[config.mk]
export PLATFORM = sky130hd
export DESIGN_NAME = if_stage_pc
export DESIGN_NICKNAME = d
export VERILOG_FILES = /design/src/rtl/if_stage_pc.sv
export SDC_FILE = /design/constraint.sdc
export NUM_CORES = 1
export LEC_CHECK = 0
export BUFFER_PORTS_ARGS = -buffer_cell sky130_fd_sc_hd__clkbuf_2
export CORE_MARGIN = 10
export CORE_UTILIZATION = 43
export CTS_CLUSTER_SIZE = 16
export DETAILED_ROUTE_END_ITERATION = 10
export PLACE_DENSITY_LB_ADDON = 0.15
export RECOVER_POWER = 100
export SYNTH_ARGS = -nofsm -noshare
export SYNTH_HDL_FRONTEND = slang
export SYNTH_SLANG_ARGS = --single-unit
[constraint.sdc]
create_clock -name clk -period 4.84 [get_ports clk]
set_clock_uncertainty 0.2 [all_clocks]
set_input_delay 0.726 -clock clk [delete_from_list [all_inputs] [get_ports clk]]
set_output_delay 0.726 -clock clk [all_outputs]
set_load 0.02 [all_outputs]
[src/rtl/if_stage_pc.sv]
// if_stage_pc: MIPS fetch stage holding the PC, next-PC select and the IF/ID register with stall and flush
module if_stage_pc #(
  parameter int PC_WIDTH = 32,
  parameter int INSTR_WIDTH = 32,
  parameter logic [PC_WIDTH-1:0] RESET_PC = '0
) (
  input  logic                   clk,
  input  logic                   reset_n,
  input  logic                   stall,
  input  logic                   jr_control,
  input  logic [PC_WIDTH-1:0]    jr_target,
  input  logic                   jump,
  input  logic [25:0]            jump_index,
  input  logic                   branch_taken,
  input  logic [PC_WIDTH-1:0]    branch_target,
  output logic [PC_WIDTH-1:0]    imem_addr,
  input  logic [INSTR_WIDTH-1:0] imem_rdata,
  output logic [INSTR_WIDTH-1:0] ifid_instr,
  output logic [PC_WIDTH-1:0]    ifid_pc4,
  output logic                   ifid_valid,
  output logic                   redirect
);
  logic [PC_WIDTH-1:0] pc, pc4, target;
  assign pc4 = pc + PC_WIDTH'(4);
  assign imem_addr = pc;
  assign redirect = ifid_valid & ~stall & (jr_control | jump | branch_taken);
  // jump region comes from the ID instruction's PC+4, not the fetch PC
  assign target = jr_control ? {jr_target[PC_WIDTH-1:2], 2'b00} :
                  jump       ? {ifid_pc4[PC_WIDTH-1 -: 4], jump_index, 2'b00} :
                               branch_target;
  always_ff @(posedge clk or negedge reset_n) begin
    if (!reset_n) begin
      pc         <= RESET_PC;
      ifid_instr <= '0;
      ifid_pc4   <= '0;
      ifid_valid <= 1'b0;
    end else if (!stall) begin
      pc         <= redirect ? target : pc4;
      ifid_instr <= redirect ? '0 : imem_rdata;
      ifid_pc4   <= redirect ? '0 : pc4;
      ifid_valid <= ~redirect;
    end
  end
endmodule

==> summary.txt <==
STATUS
----------------------------------------------------------------------------------------
Status                                                                      complete, but fails checks
Failing checks                                                              max-capacitance violations, max-slew violations

PWR
----------------------------------------------------------------------------------------
Clk pwr share                                                                      0.266
Net Sw Frac                                                                       0.4069
Sequential share of power                                                          0.418
PD cells                                                                    409.8 nW/um^2
Logic gate share of total power                                                    0.316
Internal power                                                                0.001677 W
Peak supply drop                                                                168.4 uV
Sw Pwr                                                                        0.001151 W
Static Leak                                                                     3.005 nW

WORST SETUP PATH
----------------------------------------------------------------------------------------
CP peak stage delay                                                              1400 ps
Data arrival, critical path                                                      3440 ps
Nature of the critical path startpoint                                         input pin
Capturing element type of the critical path                                     register
Worst path required time                                                         4860 ps
Gate family responsible for the most delay along the worst path             compound AO/OA/AOI/OAI gates
Highest-delay cell along the critical path                                  sky130_fd_sc_hd__o31a_1
Critical Path Fanout Max                                                              50
Cells traversed along the worst timing path                                 clkbuf_1, o31a_1, nor2_1, a32oi_1, o211ai_1
Crit path buf inv count                                                                1
Critical Setup Path Class                                                      in -> reg

DETAILED ROUTING
----------------------------------------------------------------------------------------
M1 WL                                                                            7653 um
Number of nets with antenna violations after detailed routing                          0
Wirelength per Cell                                                             18.32 um
Post-detailed-route DRC marker count                                                   0
Starting DRT DRC Count                                                               477
Via-to-Cell Ratio                                                                  5.519
Number of search-and-repair iterations in the first detailed-routing pass              5
Total met2 wirelength after detailed routing                                     9038 um
Total Routed Length                                                             18460 um
Total via count after detailed routing                                              5563
Uppermost layer routed                                                              met4
Detailed-routed wire length on met3                                              1502 um

HOLD PATH
----------------------------------------------------------------------------------------
Path class of the lowest-slack min-delay path                                in -> async

SYNTH
----------------------------------------------------------------------------------------
EDFF count, synth                                                                      0
Number of instances in the synthesized netlist                                       646
Cell with the most instances after synthesis                                sky130_fd_sc_hd__nand2_1
Leading register cell type out of synthesis                                 sky130_fd_sc_hd__dfrtp_1
Summed instance area of the synthesized netlist                                5605 um^2
Cell taking the most area after synthesis                                   sky130_fd_sc_hd__dfrtp_1
Number of distinct library cells after synthesis                                      56
Fraction of post-synthesis cell area in the top cell type by area                 0.4330
Ys async rst share                                                                 1.000
Total of warnings raised by yosys                                                      0
Ranking of synthesized cells by area                                        sky130_fd_sc_hd__dfrtp_1 (43%), sky130_fd_sc_hd__nand2_1 (10%), sky130_fd_sc_hd__o21ai_0 (6.9%)
Nets in the synthesized netlist                                                      775
Per-instance average area after synthesis                                     8.677 um^2
Seq cells post-synth                                                                  97
Cell types with the highest counts after synthesis                          sky130_fd_sc_hd__nand2_1 (151), sky130_fd_sc_hd__dfrtp_1 (97), sky130_fd_sc_hd__o21ai_0 (77), sky130_fd_sc_hd__clkbuf_1 (28), sky130_fd_sc_hd__mux2i_1 (28)
Share of the yosys chip area belonging to registers                               0.4330

CLOCKING
----------------------------------------------------------------------------------------
Number of cells upsized or downsized after cts                                         0
Clock transition at the registers of the reported paths                            70 ps
Clock latency reported for the late side of the worst-skew pair                   350 ps
Clock buffer count from CTS                                                            9
Setup bufs post-CTS                                                                    0
TritonCTS clock tree                                                               built
CTS root buffer                                                             sky130_fd_sc_hd__clkbuf_16
CTS Hold Buffers Added                                                                 0
Deepest clock path buffer count                                                        2
TritonCTS sink count                                                                  97
Htree depth                                                                            3

STA
----------------------------------------------------------------------------------------
Rel. slew slack                                                                  -0.4112
Shortest period the worst path allows                                            3427 ps
Max-slew violation count                                                              91
Setup violations, final                                                                0
Final hold vios                                                                        0
Transition at the pin with the smallest max-transition slack                     2117 ps
Timing-limited maximum frequency                                              0.2918 GHz
Setup TNS                                                                           0 ps
Final period util                                                                 0.7080
Setup repair after global routing missed its margin                                   no

PLACE
----------------------------------------------------------------------------------------
GP Congestion                                                                     0.8752
Port buffer count                                                                    223
Total cell area at the placement stage                                         6750 um^2
Detailed-placement wirelength estimate                                          13400 um

FINISH
----------------------------------------------------------------------------------------
Layout cells sized above 1                                                        0.1998
Signed area change from the synthesized netlist to the final layout               23.10%
Number of inserted filler cells in the final layout                                 1248
Antenna fix cells                                                                      0
Register area                                                                  2427 um^2
Multi-input gate area                                                          2889 um^2
Final design instance area without fill                                        6900 um^2
Number of nets in the finished design                                                960

FLOORPLANNING
----------------------------------------------------------------------------------------
Core area                                                                     12670 um^2
Boundary Pins                                                                        226
Die width                                                                       134.2 um
Floorplan row count                                                                   41
Die area                                                                      18000 um^2
Vertical die dimension                                                          134.2 um
Starting utilization of the core area                                             0.4424

GLOBAL ROUTE
----------------------------------------------------------------------------------------
Antenna violations before repair                                                       0
All-layer global routing usage                                                    0.2020
Gr ovfl total                                                                          0
First-pass GRT wire length                                                      29840 um
Maximum number of pins on one net before global-route repair                         118
Via count of the first global-routing pass                                          5669

JOB
----------------------------------------------------------------------------------------
Number of maximum-capacitance violations                                               2

==> routing by layer <==
metal  vias to the layer above  GRT usage
li1                       2706          -
met1                      2642     0.2446
met2                       196     0.3353
met3                        19    0.06087
met4                         0    0.06469
met5                         -          0
==> flip-flops by register name, indices dropped and copies added (netlist names) <==
| name | count |
|---|---|
| imem_addr | 32 |
| ifid_valid | 1 |
| ifid_pc4 | 32 |
| ifid_instr | 32 |
==> cell families (layout without fill, tap and decap cells) <==
group           after synthesis  count (layout)  synth area share
compound gates              169             169            0.1940
xor+xnor                     14              14           0.02188
fa+ha+maj                     1               1          0.002232
buf+inv                      61             251           0.04710
flops                        97              97            0.4330
mux                          38              38           0.07009
simple gates                266             266            0.2317
==> through the flow <==
step / hold WS, ps / total power (W) / setup WS [ps] / instances / utilization
floorplan: 230.4 / 0.001761 / 2152 / 646 / -
global placement: 265.9 / 0.002116 / 1682 / 992 / 0.5327
detailed placement: 269.0 / 0.002145 / 1626 / 992 / 0.5327
CTS: 285.4 / 0.002903 / 1720 / 1008 / 0.5573
global route: 310.0 / 0.003008 / 1098 / 1008 / 0.5446
finish: 252.4 / 0.002827 / 1413 / 1008 / 0.5446
==> placed cells by master (no fill, tap or decap), types with 8 or more instances in the layout <==
cell	n
sky130_fd_sc_hd__o31ai_1	9
sky130_fd_sc_hd__xor2_1	8
sky130_fd_sc_hd__nand4_1	15
sky130_fd_sc_hd__nand3_1	27
sky130_fd_sc_hd__or4_1	9
sky130_fd_sc_hd__nor2_1	17
sky130_fd_sc_hd__nand2_1	151
sky130_fd_sc_hd__a22oi_1	15
sky130_fd_sc_hd__clkbuf_16	9
sky130_fd_sc_hd__a21oi_1	16
sky130_fd_sc_hd__clkbuf_1	102
sky130_fd_sc_hd__dfrtp_1	97
sky130_fd_sc_hd__clkbuf_2	122
sky130_fd_sc_hd__o21ai_0	77
sky130_fd_sc_hd__mux2_2	10
sky130_fd_sc_hd__mux2i_1	28
sky130_fd_sc_hd__nor4_1	9
sky130_fd_sc_hd__o211ai_1	22
==> layout make-up <==
type	count	area share
flip-flops and latches	97	0.3518
well taps	172	0.03119
multi-input cells	488	0.4187
repair buffers	230	0.1505
clock buffers	9	0.03264
inverters	5	0.002720
clock inverters	7	0.01251
==> worst reg2reg max path, stage by stage (launching register included) <==
cell	delay (ps)
sky130_fd_sc_hd__dfrtp_1	420
sky130_fd_sc_hd__o31a_1	1420
sky130_fd_sc_hd__nor2_1	710
sky130_fd_sc_hd__a32oi_1	400
sky130_fd_sc_hd__o211ai_1	120
==> power by group through the flow <==
stage	Combinational, W	Clock [W]	Sequential (W)
floorplan	0.000433	0	0.00133
global placement	0.000935	0	0.00118
detailed placement	0.000951	0	0.00119
CTS	0.000955	0.000769	0.00118
global route	0.000985	0.000805	0.00122
finish	0.000893	0.000752	0.00118
==> final timing paths <==
check / start / endpoint / slack (ps) / depth (start not counted)
setup / recovery: jump / ifid_pc4[31]$_DFFE_PN0N_ / 1410 / 5
hold / removal: reset_n / imem_addr[21]$_DFFE_PN0N_ / 250 / 1
setup reg to reg: ifid_valid$_DFFE_PN0N_ / ifid_pc4[31]$_DFFE_PN0N_ / 1450 / 4
hold reg to reg: ifid_instr[9]$_DFFE_PN0N_ / ifid_instr[9]$_DFFE_PN0N_ / 290 / 2
max in group asynchronous: reset_n / ifid_instr[15]$_DFFE_PN0N_ / 1740 / 2
min in group clk: ifid_instr[9]$_DFFE_PN0N_ / ifid_instr[9]$_DFFE_PN0N_ / 290 / 2
(Power assumes the default switching activity.)
